## config.mk

```make
export PLATFORM = sky130hd
export DESIGN_NAME = inst_axi_bridge
export DESIGN_NICKNAME = d
export VERILOG_FILES = /design/src/rtl/inst_axi_bridge.sv
export SDC_FILE = /design/constraint.sdc
export NUM_CORES = 1
export LEC_CHECK = 0
export BUFFER_PORTS_ARGS = -buffer_cell sky130_fd_sc_hd__buf_2
export CAP_MARGIN = 20
export CORE_MARGIN = 4
export CORE_UTILIZATION = 39
export CTS_CLUSTER_SIZE = 12
export DETAILED_ROUTE_END_ITERATION = 6
export PLACE_DENSITY = 0.81
export SYNTH_ARGS = -nofsm -noshare
export SYNTH_HDL_FRONTEND = slang
export SYNTH_SLANG_ARGS = --single-unit
```

## constraint.sdc

```tcl
create_clock -name clk -period 2.3 [get_ports clk]
set_input_delay 0.46 -clock clk [delete_from_list [all_inputs] [get_ports clk]]
set_output_delay 0.46 -clock clk [all_outputs]
set_load 0.05 [all_outputs]
```

## src/rtl/inst_axi_bridge.sv

```systemverilog
// Instruction-fetch to AXI read bridge.
// Accepts single-word fetch requests, issues one AR at a time, tracks up to
// MAX_OUT accepted-but-unanswered requests and returns R beats in order.
module inst_axi_bridge #(
    parameter logic [3:0]  ARID    = 4'd0,
    parameter int unsigned MAX_OUT = 2
) (
    input  logic        clk,
    input  logic        reset,

    // Fetch side
    input  logic        inst_req,
    input  logic        inst_cache,
    input  logic [31:0] inst_addr,
    output logic        inst_addr_ok,
    output logic        inst_data_ok,
    output logic [31:0] inst_rdata,
    output logic        inst_bus_err,

    // AXI read address channel
    output logic [3:0]  arid,
    output logic [31:0] araddr,
    output logic [7:0]  arlen,
    output logic [2:0]  arsize,
    output logic [1:0]  arburst,
    output logic [3:0]  arcache,
    output logic [2:0]  arprot,
    output logic        arvalid,
    input  logic        arready,

    // AXI read data channel
    input  logic [3:0]  rid,
    input  logic [31:0] rdata,
    input  logic [1:0]  rresp,
    input  logic        rlast,
    input  logic        rvalid,
    output logic        rready,

    // Performance counter
    output logic [31:0] perfcnt_ar_stall
);

    typedef enum logic {
        AR_IDLE = 1'b0,
        AR_BUSY = 1'b1
    } ar_state_e;

    localparam logic [1:0] MAX_OUT_W = 2'(MAX_OUT);

    ar_state_e   r_state;
    ar_state_e   w_state_nxt;

    logic [1:0]  r_cnt;
    logic [1:0]  w_cnt_nxt;
    logic [31:0] r_araddr;
    logic [3:0]  r_arcache;
    logic [31:0] r_perf;
    logic        r_init;

    logic        w_block;
    logic        w_data_ok;
    logic        w_addr_ok;
    logic        w_arvalid;
    logic        w_ar_hs;
    logic        w_unused;

    // Single ID with in-order return: rid carries no information here.
    assign w_unused = ^{rid, rresp[0]};

    // Handshake outputs stay low during reset and for one cycle after it.
    assign w_block = reset | r_init;

    assign w_data_ok = rvalid && rlast && (r_cnt != 2'd0) && !w_block;
    assign w_ar_hs   = w_arvalid && arready;

    // Marks the first cycle after reset.
    always_ff @(posedge clk) begin
        if (reset) begin
            r_init <= 1'b1;
        end else begin
            r_init <= 1'b0;
        end
    end

    // AR slot state register.
    always_ff @(posedge clk) begin
        if (reset) begin
            r_state <= AR_IDLE;
        end else begin
            r_state <= w_state_nxt;
        end
    end

    // AR slot next-state logic.
    always_comb begin
        w_state_nxt = r_state;
        unique case (r_state)
            AR_IDLE: begin
                if (w_addr_ok) begin
                    w_state_nxt = AR_BUSY;
                end
            end
            AR_BUSY: begin
                if (w_ar_hs) begin
                    w_state_nxt = AR_IDLE;
                end
            end
            default: w_state_nxt = AR_IDLE;
        endcase
    end

    // AR slot outputs; a returning beat frees a slot in the same cycle.
    always_comb begin
        w_arvalid = 1'b0;
        w_addr_ok = 1'b0;
        unique case (r_state)
            AR_IDLE: begin
                w_addr_ok = inst_req && !w_block && ((r_cnt < MAX_OUT_W) || w_data_ok);
            end
            AR_BUSY: begin
                w_arvalid = 1'b1;
            end
            default: begin
                w_arvalid = 1'b0;
                w_addr_ok = 1'b0;
            end
        endcase
    end

    // Outstanding request counter next value.
    always_comb begin
        w_cnt_nxt = r_cnt;
        unique case ({w_addr_ok, w_data_ok})
            2'b10:   w_cnt_nxt = r_cnt + 2'd1;
            2'b01:   w_cnt_nxt = r_cnt - 2'd1;
            default: w_cnt_nxt = r_cnt;
        endcase
    end

    // Outstanding counter and captured AR payload.
    always_ff @(posedge clk) begin
        if (reset) begin
            r_cnt     <= 2'd0;
            r_araddr  <= 32'd0;
            r_arcache <= 4'd0;
        end else begin
            r_cnt <= w_cnt_nxt;
            if (w_addr_ok) begin
                r_araddr  <= inst_addr;
                r_arcache <= inst_cache ? 4'b1111 : 4'b0000;
            end
        end
    end

    // Count AR back-pressure cycles, wrapping naturally.
    always_ff @(posedge clk) begin
        if (reset) begin
            r_perf <= 32'd0;
        end else if (w_arvalid && !arready) begin
            r_perf <= r_perf + 32'd1;
        end
    end

    assign inst_addr_ok     = w_addr_ok;
    assign inst_data_ok     = w_data_ok;
    assign inst_rdata       = rdata;
    assign inst_bus_err     = w_data_ok && rresp[1];

    assign arid             = ARID;
    assign araddr           = r_araddr;
    assign arlen            = 8'd0;
    assign arsize           = 3'd2;
    assign arburst          = 2'b01;
    assign arcache          = r_arcache;
    assign arprot           = 3'b100;
    assign arvalid          = w_arvalid;

    // Beats arriving with nothing outstanding are left unconsumed.
    assign rready           = (r_cnt != 2'd0) && !w_block;

    assign perfcnt_ar_stall = r_perf;

endmodule

```

Word level (Yosys, flattened, before mapping) --
Cells that the tools add are included.
Operators by class: $add $sub $neg 3, multipliers 0, div/mod/pow operators 0, magnitude comparators 1, eq/ne operators 2, shifts and indexed selects 0, multiplexer cells 8, bitwise logic cells 2, reduce and logical (&&, ||, !) cells 14
Operator list (number):
- adder 32 x 1 -> 32 bit, second input constant | 1
- logical AND 1 bit | 9
- two-way mux 1 bit | 5
- two-way mux 4 bit | 1
- one-hot mux 2 bit (2 select lines) | 1
- nonzero test 2 bit | 2
- adder 2 x 1 -> 2 bit, second input constant | 1
- == test 2 x 1 -> 1 bit, second input constant | 1
- == test 2 bit, second input constant | 1
- logical NOT 1 bit | 2
- less-than comparator 2 bit, second input constant | 1
- one-hot mux 1 bit (2 select lines) | 1
- subtractor 2 x 1 -> 2 bit, second input constant | 1
- logical OR 1 bit | 1
- NOT 1 bit | 1
- bitwise OR 1 bit | 1
Storage, ports and cells: bits in registers 72, bits in latches 0, bits in writable memories 0, memory bits (read-only) 0, output and inout bits 125, memories 0

Depth between registers and ports, before layout --
depth in word-level cells 8, mapped depth 8

Worst setup path after synthesis --
OpenSTA, ideal clock, no wires.
path kind input to output, from in reset, to out inst_bus_err, arrival time 2.921 ns, data required time 1.840 ns, slack -1.081 ns, stages 3, path through clkbuf_1 nor4_1 and2_1
Between the ends: word-level cells in the longest chain between the ends 4
RTL lines:
- start, declared | RTL line 9 | input logic reset,
- bitwise OR 1 bit | RTL line 71 | assign w_block = reset | r_init;
- logical NOT 1 bit | RTL line 73 | assign w_data_ok = rvalid && rlast && (r_cnt != 2'd0) && !w_block;
- logical AND 1 bit | RTL line 73
- net inst_data_ok | RTL line 16 | output logic inst_data_ok,
- logical AND 1 bit | RTL line 167 | assign inst_bus_err = w_data_ok && rresp[1];
- end, declared | RTL line 18 | output logic inst_bus_err,
The timed path passes the listed nets, and every way through them passes these cells.

Worst setup path in the final report --
from reg r_perf[7] (netlist: perfcnt_ar_stall[7]), to reg r_perf[31] (netlist: perfcnt_ar_stall[31])
Between the ends: word-level cells in the longest chain between the ends 1
RTL lines:
- start, declared | RTL line 57 | logic [31:0] r_perf;
- start signal, assigned | RTL line 160 | r_perf <= r_perf + 32'd1;
- adder 32 x 1 -> 32 bit | RTL line 160
No other way between the ends. A chain may end at the register's enable or synchronous reset.

==> out/metrics.cfg <==
[outcome]
outcome = complete, no violations

[detailed_routing]
route.detailed.drc = 0
num_vias = 2913
drtPass1Iterations = 4
drtIter0Drc = 50
detail-route-antenna-nets = 0
via_per_inst = 4.912
drt-total-wl_um = 7837
wl_per_cell_um = 13.22

[synth]
synth_area_sq_um = 3296
synth_edf_count = 0
yosysWarnings = 0
avgSynthCellArea_sq_um = 8.117
netlist_top_cells_area = dfxtp_1, buf_4, nand2_1
synth_seq_cells = 69
yosysMostFrequentCell = nand2_1
synthArstFlopShare = 0
synth_common_cells = nand2_1, dfxtp_1, buf_4
synth_cell_types = 36
synth_top_area_share = 0.4191
synth_compound_area_frac = 0.1040
yosys.area.top_type = dfxtp_1
seq_area_frac_synth = 0.4191
synth-simple-area-share = 0.2491
synthMuxAreaShare = 0.02733
synthXorXnorAreaFrac = 0.03189
synthAdderAreaFrac = 0.007593
synth_ff_type = dfxtp_1
synthCells = 406
synth_top_family_by_area = simple AND/OR/NAND/NOR gates

[clock_network]
clock_latency_ns = 0.33
clock_sinks = 69
clk_pin_slew_ns = 0.08
cts_buffers = 9
htree_levels = 3
cts_root_buffer = clkbuf_8
cts_buffer_depth = 2
cts_tree = yes
postCtsHoldBufs = 0

[power]
vdd_drop_max_mv = 0.3738
p_per_area_nw_per_um2 = 692.8
p_leak_nw = 1.676

[global_routing]
grt-ovfl-total = 0
grt_pass1_vias = 2833
grt_usage = 0.1557
grt_max_degree = 74
grt_first_pass_wirelength_um = 12700
antenna_found_initial = 0

[placed_design]
dp_cells = 576
dp_hpwl_um = 5828
gp_congestion = 0.7602
io_buffers = 112
placed_area_sq_um = 3677

[worst_setup_path]
startpoint_type = flop
arrival_ns = 2.36
crit_required_ns = 2.53
critPathKind = flop to flop
end_kind = flop
path_max_fanout = 26

[min_path]
hold_path_class = input pin to flop

[layout]
fin_util = 0.4809
final_nets = 562
area_growth_pct = 19.89
finalNonFillerCells = 593
drive_gt1_frac = 0.3484
seqCellArea_sq_um = 1398
nFillCells = 791
fin_area_sq_um = 3951
n_antenna_cell = 0
multi_input_area_sq_um = 1499

[timing]
hold_viol_final = 0
max_slew_margin = 0.5027
post-route-period-util = 0.9260
rsz0062_at_grt = no
min_period_ns = 2.130
fin_skew_ns = 0.007843
setup_tns_ns = 0
fmax_ghz = 0.4695
worst_pin_slew_ns = 0.7459
setup_violations = 0
slew_viol_final = 0

[floorplanning]
core_area_sq_um = 8217
dieArea_sq_um = 9985
die_h_um = 99.93
num_rows = 33
ioPinCount = 202
start_util = 0.4011
die_x_um = 99.93

[flow_run]
maxCapViolCount = 0

## metrics by stage
stage	total power, mW	hold slack (ns)	setup slack (ns)
3_3_place_gp	1.549	0.4389	0.04764
3_5_place_dp	1.555	0.4448	0.006454
6_report	2.737	0.3551	0.1701
5_1_grt	2.846	0.3391	0.0006417
2_1_floorplan	1.659	0.4761	0.01278
4_1_cts	2.768	0.3330	0.002073
## layout by cell type, fill, tap and decap left out, types with 3 or more instances in the layout
| cell | instances |
|---|---|
| a21oi_1 | 49 |
| and4_1 | 3 |
| buf_2 | 111 |
| buf_4 | 12 |
| bufinv_16 | 3 |
| clkbuf_8 | 10 |
| conb_1 | 20 |
| dfxtp_1 | 56 |
| dfxtp_2 | 13 |
| inv_1 | 4 |
| mux2_2 | 8 |
| nand2_1 | 81 |
| nand3_1 | 8 |
| nand4_1 | 3 |
| nor2_1 | 20 |
| nor2b_1 | 9 |
| nor3_1 | 4 |
| nor4_1 | 10 |
| o21ai_0 | 6 |
| o31ai_1 | 8 |
| or3_1 | 6 |
| or4_1 | 10 |
| xnor2_1 | 10 |
## layout make-up
| type | count | share of cell area |
|---|---|---|
| clock buffers | 10 | 0.03483 |
| clock inverters | 6 | 0.02787 |
| inverters | 5 | 0.004750 |
| multi-input cells | 274 | 0.3794 |
| flip-flops and latches | 69 | 0.3537 |
| well taps | 105 | 0.03325 |
| repair buffers | 124 | 0.1662 |
## critical path: stages, from the launching register on
cell and delay (ns):
dfxtp_2 0.39, nand4_1 0.11, or4_1 0.54, buf_4 0.23, nor4_1 0.37, mux2_2 0.38
## metal layers
| layer | vias to the layer above | track usage | wire, um |
|---|---|---|---|
| li1 | 1455 | - | - |
| met1 | 1326 | 0.1747 | 3184 |
| met2 | 119 | 0.2601 | 3661 |
| met3 | 13 | 0.06671 | 892 |
| met4 | 0 | 0.06197 | 99 |
| met5 | - | 0 | 0 |
## where the power goes
group          leakage [nW]  internal (mW)  switching, mW  total [mW]
Sequential            0.565           1.22         0.0143        1.23
Clock                 0.119          0.748          0.459        1.21
Combinational         0.993         0.0685          0.231       0.299
## cells by family after synthesis
logic type | count (synthesis)
compound gates | 64
buf+inv | 81
simple gates | 168
other cells | 2
fa+ha+maj | 2
xor+xnor | 12
flops | 69
mux | 8
## path summary, 6_finish.rpt
path,start,endpoint,depth (start not counted),slack (ns)
worst max-delay path,perfcnt_ar_stall[7],perfcnt_ar_stall[31],5,0.17
worst min-delay path,inst_addr[23],araddr[23],3,0.36
worst max register to register,perfcnt_ar_stall[7],perfcnt_ar_stall[31],5,0.17
worst min register to register,araddr[30],araddr[30],2,0.45
## sequential cells by signal, summed over array words and instances, names as in the netlist
name	count
r_state	1
araddr	32
r_init	1
perfcnt_ar_stall	32
arcache	1
r_cnt	2
## repair_timing
item                                    CTS  global route
buffers inserted                          0             1
gates resized for setup                   4             1
endpoints found under the setup margin    1             1
pin swaps                                 0             0
(Power assumes the default switching activity.)
